### src/rtl/gat_loader_pkg.sv
// Shared types and constants for the GAT input-BRAM loader.
// State encodings are plain 2-bit constants so legacy netlists can compare them directly.
package gat_loader_pkg;

  typedef logic [1:0] state_t;

  localparam state_t ST_IDLE = 2'd0;
  localparam state_t ST_LOAD = 2'd1;
  localparam state_t ST_DONE = 2'd2;

  // Word index to byte address shift; the top-level wrapper strips the same two bits.
  localparam int BYTE_ADDR_LSB = 2;
  localparam int CHECKSUM_W    = 32;

endpackage

### src/rtl/gat_load_checksum.sv
// Running mod-2^32 sum of accepted stream words; built only when the loader is
// compiled with GAT_LOADER_CHECKSUM_EN.
module gat_load_checksum
  import gat_loader_pkg::*;
#(
  parameter int DATA_WIDTH = 19
) (
  input  logic                  clk,
  input  logic                  rst_n,
  input  logic                  clear_i,
  input  logic                  add_en_i,
  input  logic [DATA_WIDTH-1:0] data_i,
  output logic [CHECKSUM_W-1:0] sum_o
);

  logic [CHECKSUM_W-1:0] sum_q;

  always_ff @(posedge clk) begin
    if (!rst_n) begin
      sum_q <= '0;
    end else if (clear_i) begin
      sum_q <= '0;
    end else if (add_en_i) begin
      sum_q <= sum_q + CHECKSUM_W'(data_i);
    end
  end

  assign sum_o = sum_q;

endmodule

### src/rtl/gat_bram_loader.sv
// Stream-to-BRAM loader for the GAT input BRAMs: one registered write per accepted beat,
// load_done once DEPTH words are committed. Optional checksum: GAT_LOADER_CHECKSUM_EN.
module gat_bram_loader
  import gat_loader_pkg::*;
#(
  parameter int DATA_WIDTH = 19,
  parameter int DEPTH      = 242101,
  parameter int ADDR_W     = $clog2(DEPTH)
) (
  input  logic                            clk,
  input  logic                            rst_n,
  input  logic                            start,
  input  logic [DATA_WIDTH-1:0]           s_data,
  input  logic                            s_valid,
  input  logic                            s_last,
  output logic                            s_ready,
  output logic [DATA_WIDTH-1:0]           bram_din,
  output logic                            bram_ena,
  output logic                            bram_wea,
  output logic [ADDR_W+BYTE_ADDR_LSB-1:0] bram_addra,
  output logic                            load_done,
  output logic                            busy,
  output logic                            err_len,
  output logic [ADDR_W:0]                 word_count,
  output logic [CHECKSUM_W-1:0]           checksum
);

  typedef logic [ADDR_W:0] count_t;
  localparam count_t LAST_IDX = count_t'(DEPTH - 1);

  state_t                          state_q, state_d;
  count_t                          count_q, count_d;
  logic                            wr_q, wr_d;
  logic [DATA_WIDTH-1:0]           din_q, din_d;
  logic [ADDR_W+BYTE_ADDR_LSB-1:0] addr_q, addr_d;
  logic                            done_q, done_d;
  logic                            err_q, err_d;

  logic accept;
  logic arm;
  logic last_idx;

  assign s_ready  = (state_q == ST_LOAD);
  assign accept   = s_valid && s_ready;
  assign arm      = start && (state_q != ST_LOAD);
  assign last_idx = (count_q == LAST_IDX);

  always_comb begin
    // NOTE: every next-state signal gets its hold value first, so no path can infer a latch.
    state_d = state_q;
    count_d = count_q;
    wr_d    = 1'b0;
    din_d   = din_q;
    addr_d  = addr_q;
    done_d  = done_q;
    err_d   = err_q;

    case (state_q)
      ST_IDLE, ST_DONE: begin
        if (arm) begin
          state_d = ST_LOAD;
          count_d = '0;
          err_d   = 1'b0;
          done_d  = 1'b0;
        end else if (state_q == ST_DONE) begin
          // Lags DONE entry by one cycle so the final write is committed first.
          done_d = 1'b1;
        end
      end
      ST_LOAD: begin
        if (accept) begin
          wr_d    = 1'b1;
          din_d   = s_data;
          addr_d  = {count_q[ADDR_W-1:0], {BYTE_ADDR_LSB{1'b0}}};
          count_d = count_q + count_t'(1);
          if (last_idx || s_last) begin
            state_d = ST_DONE;
            // A mismatch either way (early s_last or missing s_last) flags the length error.
            err_d   = last_idx ^ s_last;
          end
        end
      end
      default: state_d = ST_IDLE;
    endcase
  end

  always_ff @(posedge clk) begin
    // NOTE: sequential state uses non-blocking assignments so all registers update together.
    if (!rst_n) begin
      state_q <= ST_IDLE;
      count_q <= '0;
      wr_q    <= 1'b0;
      din_q   <= '0;
      addr_q  <= '0;
      done_q  <= 1'b0;
      err_q   <= 1'b0;
    end else begin
      state_q <= state_d;
      count_q <= count_d;
      wr_q    <= wr_d;
      din_q   <= din_d;
      addr_q  <= addr_d;
      done_q  <= done_d;
      err_q   <= err_d;
    end
  end

  assign bram_din   = din_q;
  assign bram_ena   = wr_q;
  assign bram_wea   = wr_q;
  assign bram_addra = addr_q;
  assign load_done  = done_q;
  assign busy       = (state_q == ST_LOAD);
  assign err_len    = err_q;
  assign word_count = count_q;

`ifdef GAT_LOADER_CHECKSUM_EN
  gat_load_checksum #(
    .DATA_WIDTH(DATA_WIDTH)
  ) u_checksum (
    .clk      (clk),
    .rst_n    (rst_n),
    .clear_i  (arm),
    .add_en_i (accept),
    .data_i   (s_data),
    .sum_o    (checksum)
  );
`else
  assign checksum = '0;
`endif

endmodule

### config.mk
export PLATFORM = sky130hd
export DESIGN_NAME = gat_bram_loader
export DESIGN_NICKNAME = d
export VERILOG_FILES = /design/src/rtl/gat_loader_pkg.sv /design/src/rtl/gat_load_checksum.sv /design/src/rtl/gat_bram_loader.sv
export SDC_FILE = /design/constraint.sdc
export NUM_CORES = 1
export LEC_CHECK = 0
export CAP_MARGIN = 20
export CORE_MARGIN = 8
export CORE_UTILIZATION = 39
export DETAILED_ROUTE_END_ITERATION = 12
export PLACE_DENSITY = 0.75
export SYNTH_ARGS = -nofsm -noshare
export SYNTH_HDL_FRONTEND = slang
export SYNTH_SLANG_ARGS = --single-unit
export TNS_END_PERCENT = 20
### constraint.sdc
create_clock -name clk -period 2.2 [get_ports clk]
set_input_delay 0.22 -clock clk [delete_from_list [all_inputs] [get_ports clk]]
set_output_delay 0.22 -clock clk [all_outputs]
set_load 0.02 [all_outputs]
==> parameters.txt <==
Parameter                              Value

Logic synthesis
  Biggest area consumer among synthesized cells ... sky130_fd_sc_hd__dfxtp_1
  Synth top area cells ... sky130_fd_sc_hd__dfxtp_1 44%, sky130_fd_sc_hd__nand2_1 12%, sky130_fd_sc_hd__a21boi_0 11%, sky130_fd_sc_hd__buf_4 9.8%, sky130_fd_sc_hd__xor2_1 2.2%
  YS warnings ... 0
  Area of the mapped netlist ... 2756 um2
  Share of the synthesized area in the top cell type ... 0.4430
  Sequential cell area fraction in the yosys report ... 0.4430
  Number of enable-type register cells in the synthesized netlist ... 0
  Synth Flop Type ... sky130_fd_sc_hd__dfxtp_1
  Mean instance size in the synthesized netlist ... 8.277 um2
  Distinct cell type count of the synthesized netlist ... 33
  Syn Inst Count ... 333
  Number of flip-flops and latches in the synthesized netlist ... 61
  Share of async-settable or async-resettable flops after synthesis ... 0

Timing
  Fin. Hold Viols ... 0
  Post-route clock skew ... 0.003444 ns
  Highest clock rate ... 528.1 MHz
  Final slew viol count ... 0
  Min cycle time layout ... 1.894 ns
  Accumulated negative setup slack ... 0 ns
  Setup repair after global routing missed its margin ... no
  Final period util ... 0.8607
  Total of endpoints with negative setup slack in the final report ... 0

Clocking
  Total number of clock tree sinks ... 61
  Clock-pin slew reported for the worst setup and hold paths after clock tree synthesis ... 0.07 ns
  Clock tree from TritonCTS ... yes
  Cts repair resizes ... 0
  Root Buffer ... sky130_fd_sc_hd__clkbuf_8
  Post-CTS Setup Bufs ... 0
  Clock latency on the worst-skew pair ... 0.34 ns
  Clock Path Buffers ... 2
  Number of buffers created by CTS ... 9
  CTS HTree Levels ... 3
  Number of buffers added to fix hold violations after cts ... 0

Place
  Detail Placement HPWL ... 5223 um
  # port buffers ... 85
  Placer congestion estimate ... 0.8553

Power and ir drop
  Relative contribution of the clock network to total power ... 0.442
  Part of the power in registers ... 0.454
  Net switching power figure ... 0.0006067 W
  Largest voltage drop on the vdd net ... 0.4446 mV
  Lkg Pwr ... 1.359 nW
  Sum of internal, switching and leakage power ... 0.002496 W
  Internal power summed over all cells ... 0.001889 W
  Switching portion of total power ... 0.2431
  Power density cells ... 652.3 nW/um2
  Comb pwr share ... 0.103

Die
  Number of core rows ... 30
  Area of the placeable core ... 6832 um2
  Die boundary height ... 100.1 um
  Area of the die ... 10010 um2
  Number of I/O pins ... 120
  Initial Utilization ... 0.4035
  Die width ... 100.1 um

Route
  Post-DR vias/cell ... 4.628
  First-pass iteration count of the detailed router ... 4
  Aggregate routed wire length ... 7031 um
  Initial DRC Count ... 106
  DR DRC count ... 0
  Average wire per standard cell ... 13.47 um
  Antenna-violating nets left ... 0
  Vias ... 2416

Worst setup path
  WP data arrival ... 1.67 ns
  Data required time at the worst endpoint ... 1.98 ns
  Setup Crit Path Kind ... register to output port
  Endpoint class of the critical path ... output port
  Maximum fanout along the worst path ... 6
  Critical path launch point type ... register

Finish
  Growth of design area from synthesis to finish ... 38.81%
  Layout cells sized above 1 ... 0.07746
  Nets ... 448
  N_diodes ... 0

GRT
  First-pass GRT wire length ... 11590 um
  Pin count of the biggest net entering global routing ... 44
  Leftover overflow at the end of global routing ... 0
  Overall fraction of global-route tracks in use ... 0.1442
  Vias in the first global route ... 2393
  Number of antenna violations at the first check in global routing ... 0

Run
  Max cap viols ... 0

Status
  Result of the run ... finished clean

Hold path
  Class of the most critical hold timing path ... input pin to register
## routing by layer
layer	GRT usage	up-vias	wire length (um)
li1	-	1217	-
met1	0.1479	1103	2731
met2	0.2258	89	3199
met3	0.1010	7	1018
met4	0.05233	0	83
met5	0	-	0
## through the flow
stage / instance area [um2] / hold WS, ns / utilization / instances / setup slack [ns]
floorplan: 2880 / 0.3649 / - / 366 / 0.3715
global placement: 3602 / 0.4485 / 0.5273 / 506 / 0.2636
detailed placement: 3602 / 0.4566 / 0.5273 / 506 / 0.2024
finish: 3826 / 0.4366 / 0.5601 / 522 / 0.3064
CTS: 3826 / 0.4170 / 0.5601 / 522 / 0.2772
global route: 3826 / 0.4289 / 0.5601 / 522 / 0.1867
## cells in the final DEF, fill, tap and decap left out
cell type / n
sky130_fd_sc_hd__clkbuf_8: 10
sky130_fd_sc_hd__o31ai_1: 3
sky130_fd_sc_hd__or4_1: 6
sky130_fd_sc_hd__inv_1: 6
sky130_fd_sc_hd__or3_1: 4
sky130_fd_sc_hd__o211ai_1: 1
sky130_fd_sc_hd__nand2b_1: 1
sky130_fd_sc_hd__clkdlybuf4s50_1: 85
sky130_fd_sc_hd__clkinv_2: 2
sky130_fd_sc_hd__a21boi_0: 40
sky130_fd_sc_hd__clkinvlp_4: 1
sky130_fd_sc_hd__nand2_1: 85
sky130_fd_sc_hd__or3_2: 2
sky130_fd_sc_hd__o21ai_0: 9
sky130_fd_sc_hd__xor2_1: 7
sky130_fd_sc_hd__nor2b_1: 2
sky130_fd_sc_hd__bufinv_16: 2
sky130_fd_sc_hd__clkinv_4: 1
sky130_fd_sc_hd__dfxtp_1: 61
sky130_fd_sc_hd__nand3_1: 7
sky130_fd_sc_hd__nand4_2: 1
sky130_fd_sc_hd__o21ai_1: 1
sky130_fd_sc_hd__nor2_1: 13
sky130_fd_sc_hd__a21oi_1: 12
sky130_fd_sc_hd__buf_4: 11
sky130_fd_sc_hd__and3b_2: 1
sky130_fd_sc_hd__and3_1: 3
sky130_fd_sc_hd__and4_2: 1
sky130_fd_sc_hd__o2111ai_1: 3
sky130_fd_sc_hd__nand4_1: 2
sky130_fd_sc_hd__or3_4: 1
sky130_fd_sc_hd__nand3b_1: 1
sky130_fd_sc_hd__and2_1: 2
sky130_fd_sc_hd__ha_1: 3
sky130_fd_sc_hd__nor3_1: 2
sky130_fd_sc_hd__conb_1: 34
## synthesized netlist by cell type, types with 3 or more instances
library cell and count:
sky130_fd_sc_hd__buf_4 36, sky130_fd_sc_hd__and3_1 3, sky130_fd_sc_hd__o2111ai_1 3, sky130_fd_sc_hd__or4_1 6
sky130_fd_sc_hd__inv_1 6, sky130_fd_sc_hd__a21boi_0 40, sky130_fd_sc_hd__xor2_1 7, sky130_fd_sc_hd__nand3_1 7
sky130_fd_sc_hd__o21ai_0 9, sky130_fd_sc_hd__buf_1 4, sky130_fd_sc_hd__dfxtp_1 61, sky130_fd_sc_hd__a21oi_1 12
sky130_fd_sc_hd__nand2_1 85, sky130_fd_sc_hd__o31ai_1 3, sky130_fd_sc_hd__or3_1 4, sky130_fd_sc_hd__ha_1 3
sky130_fd_sc_hd__nor2_1 13, sky130_fd_sc_hd__clkbuf_1 10
## worst max-delay path, stage by stage, from the launching register on
cell	delay, ns
sky130_fd_sc_hd__dfxtp_1	0.40
sky130_fd_sc_hd__inv_1	0.08
sky130_fd_sc_hd__nor2_1	0.21
sky130_fd_sc_hd__clkdlybuf4s50_1	0.66
## path summary, 6_finish.rpt
check        cells after the start            from        endpoint  slack, ns
max                              3      state_q[0]         s_ready       0.31
min                              3      s_data[17]    bram_din[17]       0.44
max reg2reg                      7   word_count[0]      state_q[0]       0.36
min reg2reg                      2  bram_addra[13]  bram_addra[13]       0.46
## flip-flops by register name, summed over array words and instances (netlist names)
name        cells
bram_ena        1
state_q         2
word_count     19
err_len         1
bram_din       19
load_done       1
bram_addra     18
## cell type report
class                      instances  area, um2
clock buffer                      10      137.6
tap                               96      120.1
clock inverter                     6      86.33
fill                             656       3005
timing repair buffer              96      933.4
multi-input combinational        247       1305
inverter                           6      22.52
sequential                        61       1221
## cell families after synthesis
family,synth area share
XOR/XNOR,0.02224
adder cells (fa/ha/maj),0.01362
flip-flops,0.4430
AND/OR/NAND/NOR,0.2215
AO/OA/AOI/OAI,0.1693
buffers and inverters,0.1289
other,0.001360
## power groups by stage
stage / clock (W) / combinational [W] / sequential [W]
floorplan: 0 / 0.000177 / 0.00118
global placement: 0 / 0.000254 / 0.00116
detailed placement: 0 / 0.000258 / 0.00116
CTS: 0.00114 / 0.000259 / 0.00113
global route: 0.00118 / 0.000281 / 0.00113
finish: 0.00110 / 0.000258 / 0.00113
(Power assumes the default switching activity.)
